$ cat config.mk
export PLATFORM = sky130hd
export DESIGN_NAME = pwm_cfg_loader
export DESIGN_NICKNAME = d
export VERILOG_FILES = /design/src/rtl/pwm_cfg_loader.sv
export SDC_FILE = /design/constraint.sdc
export NUM_CORES = 1
export LEC_CHECK = 0
export BUFFER_PORTS_ARGS = -buffer_cell sky130_fd_sc_hd__buf_2
export CELL_PAD_IN_SITES_DETAIL_PLACEMENT = 1
export CELL_PAD_IN_SITES_GLOBAL_PLACEMENT = 1
export CORE_MARGIN = 5
export CORE_UTILIZATION = 39
export CTS_CLUSTER_SIZE = 16
export DETAILED_ROUTE_END_ITERATION = 16
export PLACE_DENSITY = 0.82
export SYNTH_ARGS = -nofsm -noshare
export SYNTH_HDL_FRONTEND = slang
export SYNTH_SLANG_ARGS = --single-unit
$ cat constraint.sdc
create_clock -name clk -period 1.8 [get_ports clk]
set_input_delay 0.09 -clock clk [delete_from_list [all_inputs] [get_ports clk]]
set_output_delay 0.09 -clock clk [all_outputs]
set_load 0.03 [all_outputs]
$ cat src/rtl/pwm_cfg_loader.sv
// Byte-serial configuration loader for a PWM generator: assembles period/duty
// frames from a host byte stream and commits them as two back-to-back writes.
module pwm_cfg_loader #(
  parameter int TIMEOUT  = 255,
  parameter int DUTY_MAX = 100
) (
  input  logic        clk,
  input  logic        rst,
  input  logic [7:0]  byte_in,
  input  logic        byte_stb,
  output logic [11:0] cfg_in,
  output logic        cfg_sel,
  output logic        cfg_wr_en,
  output logic        busy,
  output logic [2:0]  err
);

  localparam int CW = (TIMEOUT < 1) ? 1 : $clog2(TIMEOUT + 1);
  localparam logic [CW-1:0] TO_LIM   = CW'(TIMEOUT);
  localparam logic [11:0]   DUTY_LIM = 12'(DUTY_MAX);

  typedef enum logic [1:0] {
    IDLE    = 2'd0,
    WAIT_LO = 2'd1,
    WR_PER  = 2'd2,
    WR_DUTY = 2'd3
  } state_t;

  state_t        state_q, state_d;
  logic          isDuty_q, isDuty_d;
  logic [3:0]    hi_q, hi_d;
  logic [CW-1:0] cnt_q, cnt_d;
  logic [11:0]   per_q, per_d;
  logic [11:0]   duty_q, duty_d;
  logic [11:0]   cfgIn_q, cfgIn_d;
  logic          cfgSel_q, cfgSel_d;
  logic          wrEn_q, wrEn_d;
  logic          busy_q, busy_d;
  logic [2:0]    err_q, err_d;
  logic [11:0]   word;

  always_ff @(posedge clk) begin
    if (rst) begin
      state_q  <= IDLE;
      isDuty_q <= 1'b0;
      hi_q     <= 4'd0;
      cnt_q    <= '0;
      per_q    <= 12'd0;
      duty_q   <= 12'd0;
      cfgIn_q  <= 12'd0;
      cfgSel_q <= 1'b0;
      wrEn_q   <= 1'b0;
      busy_q   <= 1'b0;
      err_q    <= 3'd0;
    end else begin
      state_q  <= state_d;
      isDuty_q <= isDuty_d;
      hi_q     <= hi_d;
      cnt_q    <= cnt_d;
      per_q    <= per_d;
      duty_q   <= duty_d;
      cfgIn_q  <= cfgIn_d;
      cfgSel_q <= cfgSel_d;
      wrEn_q   <= wrEn_d;
      busy_q   <= busy_d;
      err_q    <= err_d;
    end
  end

  always_comb begin
    state_d  = state_q;
    isDuty_d = isDuty_q;
    hi_d     = hi_q;
    cnt_d    = cnt_q;
    per_d    = per_q;
    duty_d   = duty_q;
    cfgIn_d  = cfgIn_q;
    cfgSel_d = cfgSel_q;
    wrEn_d   = 1'b0;
    err_d    = err_q;
    word     = {hi_q, byte_in};

    case (state_q)
      IDLE: begin
        if (byte_stb) begin
          case (byte_in[7:6])
            2'b00, 2'b01: begin
              isDuty_d = byte_in[6];
              hi_d     = byte_in[3:0];
              cnt_d    = '0;
              state_d  = WAIT_LO;
            end
            2'b10: state_d = WR_PER;
            default: begin
              // Clear wins over any flag set; no set source is active in IDLE.
              per_d  = 12'd0;
              duty_d = 12'd0;
              err_d  = 3'd0;
            end
          endcase
        end
      end
      WAIT_LO: begin
        if (byte_stb) begin
          state_d = IDLE;
          if (!isDuty_q) begin
            per_d = word;
          end else if (word > DUTY_LIM) begin
            duty_d   = DUTY_LIM;
            err_d[1] = 1'b1;
          end else begin
            duty_d = word;
          end
        end else if (cnt_q == TO_LIM) begin
          err_d[0] = 1'b1;
          state_d  = IDLE;
        end else begin
          cnt_d = cnt_q + 1'b1;
        end
      end
      WR_PER: begin
        wrEn_d   = 1'b1;
        cfgSel_d = 1'b1;
        cfgIn_d  = per_q;
        state_d  = WR_DUTY;
        if (byte_stb) err_d[2] = 1'b1;
      end
      default: begin
        wrEn_d   = 1'b1;
        cfgSel_d = 1'b0;
        cfgIn_d  = duty_q;
        state_d  = IDLE;
        if (byte_stb) err_d[2] = 1'b1;
      end
    endcase

    // Busy also covers the duty pulse cycle, so it drops only after the last write.
    busy_d = (state_d != IDLE) || wrEn_d;
  end

  assign cfg_in    = cfgIn_q;
  assign cfg_sel   = cfgSel_q;
  assign cfg_wr_en = wrEn_q;
  assign busy      = busy_q;
  assign err       = err_q;

endmodule

==> flow_summary.yaml <==
run_status:
  outcome: "completed"
drt:
  routed_wl_um: 6271
  drt_iter0_drc: 115
  drc: 0
  dr.pass1.iters: 4
  avgViaCountPerCell: 5.516
  num_vias: 2085
  postRouteAntennaNets: 0
  wl_per_cell_um: 16.59
global_routing:
  grt_pass1_wl_um: 10570
  grt_remaining_overflow: 0
  antenna_found_initial: 0
  grt_pass1_vias: 2149
  grt_max_degree: 19
  grtUsageTotal: 0.1764
pwr:
  ir_drop_mv: 0.4431
  powerDensity_nw_per_um2: 922.9
  p_leak_nw: 1.061
floorplanning:
  ios: 29
  start_util: 0.4055
  core_area_um2: 5956
  dieWidth_um: 88.69
  die_area_um2: 7866
  row_count: 28
  die_h_um: 88.69
final_layout:
  syn_to_final_growth_pct: 19.27
  antenna_cells: 0
  final_cell_mix: "dfxtp_1 (57), nor2_1 (29), buf_2 (28)"
  fin_cells: 378
  seqCellArea_um2: 1141
  drive_gt1_frac: 0.2244
  multi_input_area_um2: 1216
  utilization: 0.4836
  layout_commonest_cell: "dfxtp_1"
  final_nets: 311
  final.fill_count: 708
sta:
  post-route-min-period_ns: 1.740
  fin_hold_ws_ns: 0.01338
  finClkSkew_ns: 0.007086
  slew-limit-headroom: 0.5692
  worst_pin_slew_ns: 0.6438
  slew_viol_final: 0
  setup_viol: 0
  fmax_mhz: 574.7
  hold_viol_final: 0
  tns_ns: 0
  fin_crit_sh: 0.9666
synthesis:
  ys_seq_area_frac: 0.4725
  async_flop_share: 0
  ys_warn_count: 0
  syn_nets: 274
  synth_area_per_cell_um2: 9.217
  ys_types: 50
  synth-main-ff-cell: "dfxtp_1"
  synth-edff-count: 0
  syn_inst: 262
  ys_ff_latch: 57
  syn_area_um2: 2415
cts:
  clk_latency_ns: 0.34
  clock_path_buffers: 2
  h-tree-depth: 3
  cts_root_buf: "clkbuf_8"
  numCtsBuffers: 9
  cts_tree: "done"
  clkTransAtPathRegs_ns: 0.07
  clkSinkCount: 57
worst_setup_path:
  cp-end-kind: "flip-flop"
  critical_path.endpoint: "cnt_q[4]"
  cp_data_required_time_ns: 2.07
  r2r_setup_slack_ns: 0.06
  r2r-start: "cnt_q[0]"
  crit_slowest_cell: "a2111o_1"
  crit_fanout: 4
  reg2regPathDepth: 5
  crit_path_start_kind: "flip-flop"
  cpPeakStageDelay_ns: 0.40
  crit_chain: "ha_1 -> and3_4 -> a211o_4 -> a2111o_1 -> a21oi_2"
  crit_type: "reg -> reg"
  crit_start: "cnt_q[0]"
  critical_path_arrival_ns: 2.01
  r2r_end: "cnt_q[4]"
place:
  dp.cells: 362
  hpwl_um: 4518
  portBuffers: 28
  globalplace.congestion: 0.8766
job:
  drv_cap: 0
min_path:
  hold_class: "in -> reg"
  hold_depth: 2
## critical path: cells and delay by family (launching register included)
kind	cells	cell delay, ns
simple gates	1	0.19
fa+ha+maj	1	0.22
compound gates	3	0.92
flops	1	0.34
## through the flow
step	cell area [um^2]	worst slack [ns]	total power, mW
2_1_floorplan	2415	0.05862	1.543
5_1_grt	2880	-0.01891	2.781
3_3_place_gp	2676	0.07797	1.635
6_report	2880	0.06009	2.658
4_1_cts	2869	0.02753	2.691
3_5_place_dp	2676	0.002700	1.646
## cell type report
class	count	area share
Clock buffer	10	0.04778
Clock inverter	5	0.01129
Inverter	3	0.003910
Multi-Input combinational cell	186	0.4222
Sequential cell	57	0.3962
Tap cell	75	0.03258
Timing Repair Buffer	42	0.08601
## state kept, by name, summed over array words and instances, names as in the netlist
signal	flops
per_q	12
cnt_q	8
cfg_in	12
cfg_wr_en	1
hi_q	4
err	3
duty_q	12
busy	1
cfg_sel	1
isDuty_q	1
state_q	2
## layer usage
layer  share of wire  wire (um)  vias up  global-route usage
li1                -          -     1015                   -
met4           0.014         89        0             0.09478
met3           0.033        208        9             0.03259
met1            0.48       3039     1025              0.2326
met2            0.47       2933       36              0.2719
met5               0          0        -                   0
## synth_stat cells (2+ instances only)
cell | number | share of area
inv_1 | 3 | 0.0047
and2b_1 | 2 | 0.0062
mux2i_1 | 20 | 0.083
nand2_1 | 27 | 0.042
nor2b_1 | 3 | 0.0078
a31oi_1 | 3 | 0.0078
buf_2 | 4 | 0.0083
xor2_1 | 2 | 0.0073
clkbuf_1 | 10 | 0.016
or4_1 | 2 | 0.0062
nor3_1 | 3 | 0.0062
a22o_1 | 4 | 0.015
nand3_1 | 14 | 0.029
and2_1 | 6 | 0.016
a211oi_1 | 14 | 0.044
a21oi_1 | 21 | 0.044
nor2_1 | 29 | 0.045
dfxtp_1 | 57 | 0.47
or3_1 | 2 | 0.0052
o21ai_0 | 6 | 0.012
## power breakdown
group / leakage, nW / switching, mW / internal, mW
clock network: 0.0802 / 0.515 / 0.522
logic: 0.519 / 0.200 / 0.102
registers: 0.462 / 0.0237 / 1.29
total: 1.06 / 0.739 / 1.92
## timing repair
action	4_1_cts	5_1_grt
hold buffers	1	0
resized for setup	1	2
pin swaps	0	3
endpoints found under the hold margin	1	0
buffers inserted	0	0
endpoints found under the setup margin	1	3
## cell families (layout without fill, tap and decap cells)
family,Yosys count,count (layout),synth area share
AND/OR/NAND/NOR,100,100,0.2073
buffers and inverters,19,60,0.03627
adder cells (fa/ha/maj),1,1,0.005181
AO/OA/AOI/OAI,63,63,0.1886
XOR/XNOR,2,2,0.007255
flip-flops,57,57,0.4725
multiplexers,20,20,0.08290
## worst min path at each step
| stage | slack, ns | end | start |
|---|---|---|---|
| after detailed placement | 0.35 | duty_q[4] | byte_in[4] |
| after global routing | 0.004 | duty_q[0] | byte_in[0] |
| after global placement | 0.35 | duty_q[4] | byte_in[4] |
| after floorplan | 0.22 | duty_q[0] | byte_in[0] |
| after CTS | 0.002 | duty_q[0] | byte_in[0] |
| final | 0.01 | duty_q[0] | byte_in[0] |
Power figures use the tool's default switching activity.
